### src/rtl/bip2_control_unit.sv
// BIP2 control unit: PC, IR and Z/N flags, sequenced FETCH -> EXEC (2 cycles per instruction).
// Optional BIP2_CTRL_ILLEGAL_TRAP_EN: undefined opcodes halt and raise illegal_out instead of acting as NOP.
module bip2_control_unit #(
    parameter int DATA_WIDTH   = 16,
    parameter int ADDR_WIDTH   = 11,
    parameter int OPCODE_WIDTH = 5,
    parameter logic [ADDR_WIDTH-1:0] RESET_PC = '0
) (
    input  logic                  clock_in,
    input  logic                  reset_in,
    input  logic [DATA_WIDTH-1:0] instr_in,
    input  logic                  alu_Z_in,
    input  logic                  alu_N_in,
    output logic [ADDR_WIDTH-1:0] pc_out,
    output logic [ADDR_WIDTH-1:0] operand_out,
    output logic                  data_wr_out,
    output logic                  acc_load_out,
    output logic [1:0]            acc_sel_out,
    output logic                  alu_op_out,
    output logic                  alu_src_out,
`ifdef BIP2_CTRL_ILLEGAL_TRAP_EN
    output logic                  illegal_out,
`endif
    output logic                  halt_out
);

    typedef enum logic [1:0] {
        ST_FETCH = 2'b00,
        ST_EXEC  = 2'b01,
        ST_HALT  = 2'b10
    } state_t;

    localparam logic [OPCODE_WIDTH-1:0] OP_HLT  = OPCODE_WIDTH'(0);
    localparam logic [OPCODE_WIDTH-1:0] OP_STO  = OPCODE_WIDTH'(1);
    localparam logic [OPCODE_WIDTH-1:0] OP_LD   = OPCODE_WIDTH'(2);
    localparam logic [OPCODE_WIDTH-1:0] OP_LDI  = OPCODE_WIDTH'(3);
    localparam logic [OPCODE_WIDTH-1:0] OP_ADD  = OPCODE_WIDTH'(4);
    localparam logic [OPCODE_WIDTH-1:0] OP_ADDI = OPCODE_WIDTH'(5);
    localparam logic [OPCODE_WIDTH-1:0] OP_SUB  = OPCODE_WIDTH'(6);
    localparam logic [OPCODE_WIDTH-1:0] OP_SUBI = OPCODE_WIDTH'(7);
    localparam logic [OPCODE_WIDTH-1:0] OP_BEQ  = OPCODE_WIDTH'(8);
    localparam logic [OPCODE_WIDTH-1:0] OP_BNE  = OPCODE_WIDTH'(9);
    localparam logic [OPCODE_WIDTH-1:0] OP_BGT  = OPCODE_WIDTH'(10);
    localparam logic [OPCODE_WIDTH-1:0] OP_BGE  = OPCODE_WIDTH'(11);
    localparam logic [OPCODE_WIDTH-1:0] OP_BLT  = OPCODE_WIDTH'(12);
    localparam logic [OPCODE_WIDTH-1:0] OP_BLE  = OPCODE_WIDTH'(13);
    localparam logic [OPCODE_WIDTH-1:0] OP_JMP  = OPCODE_WIDTH'(14);

    localparam logic [1:0] SEL_ALU = 2'b00;
    localparam logic [1:0] SEL_MEM = 2'b01;
    localparam logic [1:0] SEL_IMM = 2'b10;

    state_t                  state_q, state_d;
    logic [ADDR_WIDTH-1:0]   pc_q, pc_d;
    logic [DATA_WIDTH-1:0]   ir_q, ir_d;
    logic                    z_q, z_d;
    logic                    n_q, n_d;
    logic                    illegal_q, illegal_d;

    logic [OPCODE_WIDTH-1:0] opcode;
    logic [ADDR_WIDTH-1:0]   operand;
    logic [ADDR_WIDTH-1:0]   pc_inc;
    logic                    arith;
    logic                    is_branch;
    logic                    br_cond;

    assign opcode      = ir_q[DATA_WIDTH-1 -: OPCODE_WIDTH];
    assign operand     = ir_q[ADDR_WIDTH-1:0];
    assign pc_inc      = pc_q + {{(ADDR_WIDTH-1){1'b0}}, 1'b1};
    assign pc_out      = pc_q;
    assign operand_out = operand;
    assign halt_out    = (state_q == ST_HALT);

`ifdef BIP2_CTRL_ILLEGAL_TRAP_EN
    assign illegal_out = illegal_q;
`endif

    always_comb begin
        state_d      = state_q;
        pc_d         = pc_q;
        ir_d         = ir_q;
        z_d          = z_q;
        n_d          = n_q;
        illegal_d    = illegal_q;
        data_wr_out  = 1'b0;
        acc_load_out = 1'b0;
        acc_sel_out  = SEL_ALU;
        alu_op_out   = 1'b0;
        alu_src_out  = 1'b0;
        arith        = 1'b0;
        is_branch    = 1'b0;
        br_cond      = 1'b0;

        case (state_q)
            ST_FETCH: begin
                ir_d    = instr_in;
                state_d = ST_EXEC;
            end

            ST_EXEC: begin
                state_d = ST_FETCH;
                pc_d    = pc_inc;
                case (opcode)
                    OP_HLT: begin
                        pc_d    = pc_q;
                        state_d = ST_HALT;
                    end
                    OP_STO: data_wr_out = 1'b1;
                    OP_LD: begin
                        acc_load_out = 1'b1;
                        acc_sel_out  = SEL_MEM;
                    end
                    OP_LDI: begin
                        acc_load_out = 1'b1;
                        acc_sel_out  = SEL_IMM;
                    end
                    OP_ADD, OP_ADDI, OP_SUB, OP_SUBI: begin
                        acc_load_out = 1'b1;
                        acc_sel_out  = SEL_ALU;
                        alu_op_out   = (opcode == OP_SUB) || (opcode == OP_SUBI);
                        alu_src_out  = (opcode == OP_ADDI) || (opcode == OP_SUBI);
                        arith        = 1'b1;
                    end
                    OP_BEQ: begin is_branch = 1'b1; br_cond = z_q;           end
                    OP_BNE: begin is_branch = 1'b1; br_cond = !z_q;          end
                    OP_BGT: begin is_branch = 1'b1; br_cond = !z_q && !n_q;  end
                    OP_BGE: begin is_branch = 1'b1; br_cond = !n_q;          end
                    OP_BLT: begin is_branch = 1'b1; br_cond = n_q;           end
                    OP_BLE: begin is_branch = 1'b1; br_cond = z_q || n_q;    end
                    OP_JMP: begin is_branch = 1'b1; br_cond = 1'b1;          end
                    default: begin
`ifdef BIP2_CTRL_ILLEGAL_TRAP_EN
                        pc_d      = pc_q;
                        state_d   = ST_HALT;
                        illegal_d = 1'b1;
`endif
                    end
                endcase

                if (is_branch && br_cond) begin
                    pc_d = operand;
                end
                // Flags only follow the ALU for arithmetic; everything else keeps the last result.
                if (arith) begin
                    z_d = alu_Z_in;
                    n_d = alu_N_in;
                end
            end

            ST_HALT: state_d = ST_HALT;

            default: state_d = ST_FETCH;
        endcase
    end

    always_ff @(posedge clock_in) begin
        if (reset_in) begin
            state_q   <= ST_FETCH;
            pc_q      <= RESET_PC;
            ir_q      <= '0;
            z_q       <= 1'b0;
            n_q       <= 1'b0;
            illegal_q <= 1'b0;
        end else begin
            state_q   <= state_d;
            pc_q      <= pc_d;
            ir_q      <= ir_d;
            z_q       <= z_d;
            n_q       <= n_d;
            illegal_q <= illegal_d;
        end
    end

endmodule

### config.mk
export PLATFORM = sky130hd
export DESIGN_NAME = bip2_control_unit
export DESIGN_NICKNAME = d
export VERILOG_FILES = /design/src/rtl/bip2_control_unit.sv
export SDC_FILE = /design/constraint.sdc
export NUM_CORES = 1
export LEC_CHECK = 0
export ABC_AREA = 0
export CORE_MARGIN = 3
export CORE_UTILIZATION = 62
export DETAILED_ROUTE_END_ITERATION = 12
export DONT_BUFFER_PORTS = 1
export PLACE_DENSITY = 0.78
export SYNTH_ARGS = -nofsm -noshare
export SYNTH_HDL_FRONTEND = slang
export SYNTH_SLANG_ARGS = --single-unit
### constraint.sdc
create_clock -name clock_in -period 2.35 [get_ports clock_in]
set_input_delay 0.705 -clock clock_in [delete_from_list [all_inputs] [get_ports clock_in]]
set_output_delay 0.705 -clock clock_in [all_outputs]
set_load 0.1 [all_outputs]
==> metrics.md, run 1 <==
| Metric | Value |
|---|---|
| Cell Rows | `18` |
| Main combinational cell family by area after synthesis | `simple AND/OR/NAND/NOR gates` |
| IO Port Bufs | `0` |
| I/O pin count | `just under 50` |
| Most frequent cells in the layout | `nand2_1, buf_4, a21oi_1` |
| Async S/R FF share, synth | `0%` |
| Skew final | `between 0.007 and 0.008 ns` |
| Yosys top cell area share | `between 30 and 40%` |
| Iter 0 DRT Violations | `about 110` |
| Flops & latches, synth | `31` |
| Fillers | `150` |
| Crit end category | `output port` |
| Top achievable clock speed | `roughly 0.43 GHz` |
| Starting Density | `around two thirds` |
| Leakage | `around 0.8 nW` |
| Vias per cell | `6.42` |
| Worst-path clk slew | `approximately 0.10 ns` |
| CTS Hold Bufs | `0` |
| DR DRC count | `0` |
| Die height | `roughly 60 µm` |
| Slew headroom | `around a third` |
| Clock Sink Count | `31` |
| Clk_lat worst skew | `roughly 0.34 ns` |
| Share of cells above drive strength 1 | `between 20 and 30%` |
| Antenna-violating nets left | `0` |
| Kind of critical path | `flip-flop to output port` |
| Chip width | `59.1 µm` |
| Net Count, Synth | `between 200 and 250` |
| Top_reg_cell synth | `dfxtp_1` |
| Unrepaired setup endpoints after global routing | `yes` |
| Tot Pwr | `~1.6 mW` |
| Residual overflow from global routing | `0` |
| Multi-input logic area | `1040 µm²` |
| 1st-pass router iterations | `5` |
| Crit-path cells | `nand2b_4 -> nor3_4 -> nand2_2 -> nor3b_4 -> buf_12` |
| Via count | `roughly 1,700` |
| Mapped Avg Cell Area | `around 8.0 µm²` |
| R2R depth | `4` |
| Initial antenna violation count | `0` |
| Register area | `633 µm²` |
| Total wire length | `4.48 mm` |
| WP buf/inv | `1` |
| Maxcap violations | `0` |
| Top delay family on crit path | `simple AND/OR/NAND/NOR gates` |
| HP Class | `input port to flip-flop` |
| EDFF count, synth | `0` |
| GP Congestion | `0.825` |
| Synth Area in Adders | `less than 1%` |
| Core area | `around 2600 µm²` |
| Ranking of synthesized cells by area | `dfxtp_1, nand2_1, a21oi_1, buf_4, mux2i_1` |
| Final net count | `roughly 250` |
| Worst-case clock buffer depth | `2` |
| Worst VDD drop | `0.692 mV` |
| Synth Instances | `around 220` |
| R2R Setup Slk | `0.28 ns` |
| Hold_ws | `0.422 ns` |
| Gr usage total | `a little over a quarter` |
| WL met3 | `between 400 and 500 µm` |
| CTS HTree Levels | `2` |
| Crit path required time | `1.64 ns` |
| Slew Limit Fails | `0` |
| Sequential area share after synthesis | `about 36%` |
| Ant diodes | `0` |
| Complex-gate fraction of the synthesized area | `between 20% and 30%` |
| Pwr per Cell Area | `758 nW/µm²` |
| CTS tree | `yes` |
| Worst endpoint data arrival time | `1.61 ns` |
| Largest net degree at the start of global routing | `33` |
| First-pass GRT wire length | `between 7 and 8 mm` |
| Mux cell area share after synthesis | `4.01%` |
| CTS buffer count | `5` |
| Worst-path maximum fanout | `5` |
| Netlist cell types | `between 40 and 50` |
| Ys Warns | `0` |
| Vias in the first global route | `between 1,500 and 2,000` |
| Period minus WS final | `2.32 ns` |
| Wire per inst | `about 17 µm` |
| Met2 wire len | `about 2.1 mm` |
| Root Driver | `clkbuf_4` |
| Area Growth Syn to Fin | `21.6%` |
| Leading cell type in the layout, fill and taps excluded | `nand2_1` |
| Fraction of the mapped netlist area in simple logic gates | `28.7%` |
| Worst Tran Pin Value | `a little over 1 ns` |
| Worst path max stage delay | `0.35 ns` |
| Synthesized area | `about 1700 µm²` |
| WHS Path Cells | `1` |
| Cell depth of the worst setup path | `5` |
| Cell taking the most area after synthesis | `dfxtp_1` |
| Final setup TNS | `0 ns` |
| Fin crit share | `between 90% and 100%` |
| Die area | `3490 µm²` |
| Final Hold Viols | `0` |
| Detailed-routing wirelength on met1 | `around 1.8 mm` |
| Post-detail-place hpwl | `approximately 3.1 mm` |
| Status | `finished clean` |
| Slowest CP cell | `dfxtp_2` |
| Crit start category | `flip-flop` |
| Max layer used | `met4` |
| Post-Synth XOR/XNOR Area | `less than 1%` |
| Final setup vio count | `0` |
[where the power goes]
group / leakage (nW) / total (mW) / switching (mW) / internal, mW
Combinational: 0.473 / 0.526 / 0.385 / 0.141
Clock: 0.0482 / 0.449 / 0.198 / 0.251
Sequential: 0.258 / 0.633 / 0.0632 / 0.570
[timing repair]
action	in CTS	in global routing
setup buffers	0	0
endpoints found under the setup margin	2	7
pin swaps	1	0
gates resized for setup	3	3
[per-stage QoR]
stage,instances,util [%],setup WS (ns),cell area [µm²]
floorplan,218,-,-0.184,1820
global placement,255,78.6,0.340,2020
detailed placement,255,78.6,0.210,2020
CTS,263,82.2,0.0378,2110
global route,263,82.7,-0.0400,2120
finish,263,82.7,0.0341,2120
[cell families after synthesis]
group | count (synthesis)
compound gates | 54
flops | 31
mux | 7
simple gates | 98
fa+ha+maj | 1
buf+inv | 26
xor+xnor | 1
[sequential cells by signal, indices dropped and copies added, names as in the netlist]
signal	cells
ir_q	16
n_q	1
pc_out	11
state_q	2
z_q	1
[final timing paths]
kind	startpoint	end
worst min register to register	ir_q[9]	ir_q[9]
worst min-delay path	reset_in	ir_q[12]
worst max register to register	ir_q[11]	pc_out[3]
worst max-delay path	state_q[1]	acc_sel_out[1]
[cell usage after synthesis (6+ instances only)]
cell       n
nand2_1   46
dfxtp_1   31
a21oi_1   22
buf_4     13
clkbuf_1  10
nor2_1     8
mux2i_1    7
nand3_1    7
o21ai_0    6
[area by class of cell]
cell class	instances	area share, %
sequential	31	29.8
multi-input combinational	161	49.1
inverter	1	0.177
clock inverter	2	1.65
tap	30	1.77
timing repair buffer	32	15.0
clock buffer	6	2.42
[layer usage]
| metal | global-route usage [%] | up-vias |
|---|---|---|
| li1 | - | 800 |
| met1 | 32.9 | 777 |
| met2 | 43.7 | 97 |
| met3 | 9.37 | 15 |
| met4 | 11.3 | 0 |
| met5 | 0 | - |
Note: power is estimated with default switching activity, not from simulation.
==> run 2, diff against run 1 <==
Settings changed: CTS_CLUSTER_SIZE from default to 12.
==> results of run 2 <==
The final DEF is identical to that of run 1; final timing and power are the same.
